`src/rtl/autoplay_sequencer.sv`:
```
// Fetches music words from the memory unit and plays each pitch for its encoded length.
// Define AUTOPLAY_SEQ_LOOP_EN to repeat the song until stop instead of ending in DONE.
module autoplay_sequencer #(
    parameter int DATA_WIDTH    = 8,
    parameter int MAX_DEPTH_BIT = 8,
    parameter int TICK_CYCLES   = 25_000_000,
    parameter int GAP_CYCLES    = 2_500_000
) (
    input  logic                     clk,
    input  logic                     rst,
    input  logic                     start,
    input  logic                     stop,
    input  logic                     pause,
    input  logic [MAX_DEPTH_BIT-1:0] song_len,
    output logic                     mem_read_en,
    output logic                     mem_read_rst,
    input  logic [DATA_WIDTH-1:0]    mem_data,
    input  logic                     mem_ready,
    output logic [4:0]               note_out,
    output logic                     note_valid,
    output logic [MAX_DEPTH_BIT-1:0] note_idx,
    output logic                     busy,
    output logic                     done
);

    typedef enum logic [2:0] {
        S_IDLE, S_REWIND, S_FETCH, S_WAIT, S_PLAY, S_GAP, S_DONE
    } state_e;

    localparam logic [31:0] TICK_W = 32'(TICK_CYCLES);
    localparam logic [31:0] GAP_W  = 32'(GAP_CYCLES);

    state_e                   state_q, state_d;
    logic [31:0]              cnt_q, cnt_d;
    logic [4:0]               pitch_q, pitch_d;
    logic [2:0]               lenc_q, lenc_d;
    logic [MAX_DEPTH_BIT-1:0] slen_q, slen_d;
    logic [MAX_DEPTH_BIT-1:0] idx_q, idx_d;
    logic [MAX_DEPTH_BIT:0]   idx_nx;
    logic [31:0]              play_lim;
    logic rd_en_q, rd_en_d, rd_rst_q, rd_rst_d;
    logic valid_q, valid_d, busy_q, busy_d, done_q, done_d;
    logic [4:0] note_q, note_d;

    assign play_lim = (32'(lenc_q) + 32'd1) * TICK_W - GAP_W;
    assign idx_nx   = {1'b0, idx_q} + (MAX_DEPTH_BIT+1)'(1);

    always_comb begin
        state_d = state_q;
        cnt_d   = cnt_q;
        pitch_d = pitch_q;
        lenc_d  = lenc_q;
        slen_d  = slen_q;
        idx_d   = idx_q;
        unique case (state_q)
            S_IDLE: begin
                if (start && !stop) begin
                    state_d = S_REWIND;
                    idx_d   = '0;
                end
            end
            S_REWIND: begin
                slen_d  = song_len;
                state_d = (song_len == '0) ? S_DONE : S_FETCH;
            end
            S_FETCH: state_d = S_WAIT;
            S_WAIT: begin
                if (mem_ready) begin
                    pitch_d = mem_data[4:0];
                    lenc_d  = mem_data[7:5];
                    cnt_d   = '0;
                    state_d = S_PLAY;
                end
            end
            S_PLAY: begin
                if (!pause) begin
                    if (cnt_q == play_lim - 32'd1) begin
                        cnt_d   = '0;
                        state_d = S_GAP;
                    end else begin
                        cnt_d = cnt_q + 32'd1;
                    end
                end
            end
            S_GAP: begin
                if (!pause) begin
                    if (cnt_q == GAP_W - 32'd1) begin
                        cnt_d = '0;
                        if (idx_nx < {1'b0, slen_q}) begin
                            idx_d   = idx_nx[MAX_DEPTH_BIT-1:0];
                            state_d = S_FETCH;
                        end else begin
`ifdef AUTOPLAY_SEQ_LOOP_EN
                            idx_d   = '0;
                            state_d = S_REWIND;
`else
                            state_d = S_DONE;
`endif
                        end
                    end else begin
                        cnt_d = cnt_q + 32'd1;
                    end
                end
            end
            S_DONE:  state_d = S_IDLE;
            default: state_d = S_IDLE;
        endcase
        if (stop && state_q != S_IDLE) state_d = S_IDLE;

        // Outputs are derived from the next state so they line up with it once registered
        rd_rst_d = (state_d == S_REWIND) || (stop && state_q != S_IDLE);
        rd_en_d  = (state_d == S_FETCH);
        busy_d   = (state_d != S_IDLE);
        done_d   = (state_d == S_DONE) ||
                   (state_q == S_GAP && state_d == S_REWIND);
        valid_d  = (state_d == S_PLAY) && (pitch_d != 5'd0) && !pause;
        note_d   = 5'd0;
        if (state_d == S_PLAY)     note_d = pitch_d;
        else if (state_d == S_GAP) note_d = pitch_q;
    end

    always_ff @(posedge clk or posedge rst) begin
        if (rst) begin
            state_q  <= S_IDLE;
            cnt_q    <= '0;
            pitch_q  <= '0;
            lenc_q   <= '0;
            slen_q   <= '0;
            idx_q    <= '0;
            rd_en_q  <= 1'b0;
            rd_rst_q <= 1'b0;
            valid_q  <= 1'b0;
            busy_q   <= 1'b0;
            done_q   <= 1'b0;
            note_q   <= '0;
        end else begin
            state_q  <= state_d;
            cnt_q    <= cnt_d;
            pitch_q  <= pitch_d;
            lenc_q   <= lenc_d;
            slen_q   <= slen_d;
            idx_q    <= idx_d;
            rd_en_q  <= rd_en_d;
            rd_rst_q <= rd_rst_d;
            valid_q  <= valid_d;
            busy_q   <= busy_d;
            done_q   <= done_d;
            note_q   <= note_d;
        end
    end

    assign mem_read_en  = rd_en_q;
    assign mem_read_rst = rd_rst_q;
    assign note_out     = note_q;
    assign note_valid   = valid_q;
    assign note_idx     = idx_q;
    assign busy         = busy_q;
    assign done         = done_q;

endmodule

```
`config.mk`:
```
export PLATFORM = sky130hd
export DESIGN_NAME = autoplay_sequencer
export DESIGN_NICKNAME = d
export VERILOG_FILES = /design/src/rtl/autoplay_sequencer.sv
export SDC_FILE = /design/constraint.sdc
export NUM_CORES = 1
export LEC_CHECK = 0
export ABC_AREA = 0
export CAP_MARGIN = 15
export CORE_AREA = 2 2 132 134
export CTS_CLUSTER_SIZE = 12
export DETAILED_ROUTE_END_ITERATION = 10
export DIE_AREA = 0 0 134 136
export HOLD_SLACK_MARGIN = 0.08
export PLACE_DENSITY = 0.55
export SLEW_MARGIN = 20
export SYNTH_ARGS = -nofsm -noshare
export SYNTH_HDL_FRONTEND = slang
export SYNTH_SLANG_ARGS = --single-unit
```
`constraint.sdc`:
```
create_clock -name clk -period 7.7 [get_ports clk]
set_input_delay 1.54 -clock clk [delete_from_list [all_inputs] [get_ports clk]]
set_output_delay 1.54 -clock clk [all_outputs]
set_load 0.02 [all_outputs]
```
==> flow_summary_export.csv, run 1 <==
group,metric,value,unit
yosys,ys_warn_count,0,
yosys,synth_area_per_cell,8.632,sq um
yosys,synth_nets,734,
detailed_routing,ant_nets,0,
timing,relSlewSlack,0.3899,
place,dp_slack,0.7049,ns
cells_and_area,regArea,1727,sq um
floorplanning,io_pins,40,
timing,hold_violations,0,
worst_setup_path,crit_path_start_kind,"register",
clock_network,numCtsBuffers,9,
yosys,netlist_area,5801,sq um
yosys,synthTopCellsByCount,"dfrtp_1 (69), nand2_1 (53), inv_1 (40), nor2_1 (37), ha_1 (35)",
cells_and_area,multi_input_area,3765,sq um
detailed_routing,drc_errors,0,
detailed_routing,drt_pre_antenna_iters,5,
yosys,synth_edf_count,0,
yosys,synth-seq-cells,69,
floorplanning,die_y,136,um
timing,rsz0062_at_grt,"no",
yosys,yosysMostFrequentCell,"dfrtp_1",
detailed_routing,drt-initial-drc-count,250,
clock_network,cts_root_buffer,"clkbuf_16",
worst_setup_path,cp.arrival,7.22,ns
floorplanning,die-area,18220,sq um
yosys,synthCells,672,
worst_setup_path,cp_slowest_cell,"nor4b_1",
worst_setup_path,crit_path_max_fanout,46,
worst_setup_path,crit_chain,"inv_1 -> ha_1 -> fa_1 -> xnor2_1 -> ha_1 -> fa_1 -> a311oi_2 -> xor2_2 -> nor4b_1 -> and2_1 -> o31ai_1 -> xnor2_1 -> nor4b_1 -> nand4_1 -> a2111o_1 -> o31ai_4 -> buf_4 -> o21ai_1 -> a22o_1",
cells_and_area,num-fill-cells,1671,
yosys,synthFlopType,"dfrtp_1",
timing,hold_slack,0.5041,ns
clock_network,post_cts_buffers,0,
floorplanning,die_x,134,um
clock_network,cts_resized,0,
cells_and_area,drive_gt1_frac,0.08298,
worst_setup_path,r2r_setup_slack,0.70,ns
timing,fmax,142.9,MHz
cells_and_area,areaGrowthSynthToFinish,14.37,%
detailed_routing,avgViaCountPerCell,5.457,
timing,worst_pin_slew,0.9151,ns
cells_and_area,diodes,0,
detailed_routing,vias,5042,
clock_network,cts-hold-fix-buffers,0,
clock_network,clock_sinks,69,
place,dp_hpwl,11410,um
worst_setup_path,critPathKind,"reg -> reg",
clock_network,clkTransAtPathRegs,0.05,ns
yosys,yosysUniqueCellTypes,73,
global_route,globalRoute.totalOverflow,0,
global_route,antenna_found_initial,0,
place,io_buffers,39,
global_route,grt_max_degree,70,
global_route,grt_pass1_vias,5166,
yosys,synth_seq_area_share,0.2977,
yosys,synth_top_area_share,0.2977,
cells_and_area,post-route-util,0.3931,
job,drv_cap,0,
timing,min_period,7.000,ns
worst_hold_path,hold_path.class,"reg -> reg",
floorplanning,fp-row-count,48,
clock_network,clkLatencyLatePin,0.34,ns
floorplanning,core_area,16880,sq um
yosys,yosysTopAreaCell,"dfrtp_1",
place,gp_congestion,0.8637,
timing,clock_skew,0.006801,ns
timing,setup_slack,0.7000,ns
global_route,grt_pass1_wl,25480,um
timing,finalSetupTns,0,ns
timing,finalCritPeriodShare,0.9091,
global_route,grtUsageTotal,0.1733,
worst_setup_path,required,7.92,ns
detailed_routing,drt-total-wl,15120,um
yosys,yosys-top-cells-area,"dfrtp_1 (30%), ha_1 (7.5%), xnor2_1 (4.4%)",
status,status,"finished, final reports clean",
timing,maxSlewViolCount,0,
yosys,ys_async_sr_fraction,1.000,
clock_network,htreeDepth,3,
worst_setup_path,end_kind,"register",
cells_and_area,nets,756,
clock_network,cts_tree,"done",
worst_setup_path,cpPeakStageDelay,0.73,ns
clock_network,cts_buffer_depth,2,
detailed_routing,wire_per_inst,16.36,um
floorplanning,start_util,0.3437,
timing,setup_violations,0,
## cell type report
cell class,count,share of cell area
Clock buffer,13,0.04225
Clock inverter,3,0.002641
Inverter,40,0.02263
Multi-Input combinational cell,532,0.5675
Sequential cell,69,0.2603
Tap cell,225,0.04244
Timing Repair Buffer,42,0.06224
## sequential cells by signal, indices dropped and copies added (netlist names)
register and count:
pitch_q 5, mem_read_en 1, done 1, slen_q 8
note_valid 1, cnt_q 32, mem_read_rst 1, busy 1
lenc_q 3, note_idx 8, note_out 5, state_q 3
## metal layers
metal,track usage,share of wire
met1,0.2132,0.45
met2,0.3091,0.50
met3,0.02424,0.028
met4,0.06265,0.021
met5,0,0
## cell usage in the layout (no fill, tap or decap), types with 8 or more instances in the layout
cell	netlist	layout
nor4_1	18	18
clkdlybuf4s50_1	0	39
nand4_1	9	9
nor3b_1	13	13
nor2_1	37	37
mux2i_1	8	8
ha_1	35	35
nor2b_1	14	14
o21ai_1	22	22
or3_1	10	10
dfrtp_1	69	69
a21oi_1	16	16
nor3_1	24	24
a21o_1	26	26
or2_2	8	8
o21ai_0	32	32
xnor2_1	29	29
o21a_1	8	8
nand2_1	53	53
and3_1	12	12
clkbuf_16	0	9
inv_1	40	39
xor2_1	11	11
nand2b_1	8	8
mux2_2	13	13
nand3_1	26	26
## worst max-delay path: cells and delay by family, from the launching register on
kind                     cells  cell delay [ns]
adder cells (fa/ha/maj)      4             1.87
XOR/XNOR                     3             0.52
AND/OR/NAND/NOR              4             1.50
AO/OA/AOI/OAI                6             1.57
buffers and inverters        2             0.70
flip-flops                   1             0.70
## path summary, 6_finish.rpt
check                                       from                       to  cells after the start
max                        lenc_q[0]$_DFFE_PP0P_    cnt_q[30]$_DFFE_PP0P_                     19
min                         pitch_q[2]$_DFF_PP0_     pitch_q[2]$_DFF_PP0_                      2
max reg2reg                lenc_q[0]$_DFFE_PP0P_    cnt_q[30]$_DFFE_PP0P_                     19
min reg2reg                 pitch_q[2]$_DFF_PP0_     pitch_q[2]$_DFF_PP0_                      2
max in group asynchronous                    rst    mem_read_en$_DFF_PP0_                      3
min in group asynchronous                    rst  note_idx[3]$_DFFE_PP0P_                      3
## through the flow
step	instances	area [sq um]
2_1_floorplan	672	5801
3_3_place_gp	908	6336
3_5_place_dp	908	6336
4_1_cts	924	6634
5_1_grt	924	6634
6_report	924	6634
## cells by family after synthesis
kind of cell	count (synthesis)	synth area share
and+or+nand+nor	258	0.2416
buffers and inverters	71	0.05328
AOI/OAI and AO/OA	171	0.2086
xor gates and xnor gates	42	0.06708
adders and majority gates	40	0.09275
DFF	69	0.2977
muxes	21	0.03904
Power of run 1 is not shown: default switching activity piles up to over one toggle a cycle in this logic, so the estimate is an artifact.
==> inputs of run 2 (changes only) <==
SKIP_CTS_REPAIR_TIMING = 1   (was unset)
==> results of run 2 <==
Same layout as run 1: the final DEF is identical, and so are final timing and power.
Power of run 2 is left out for the same reason.
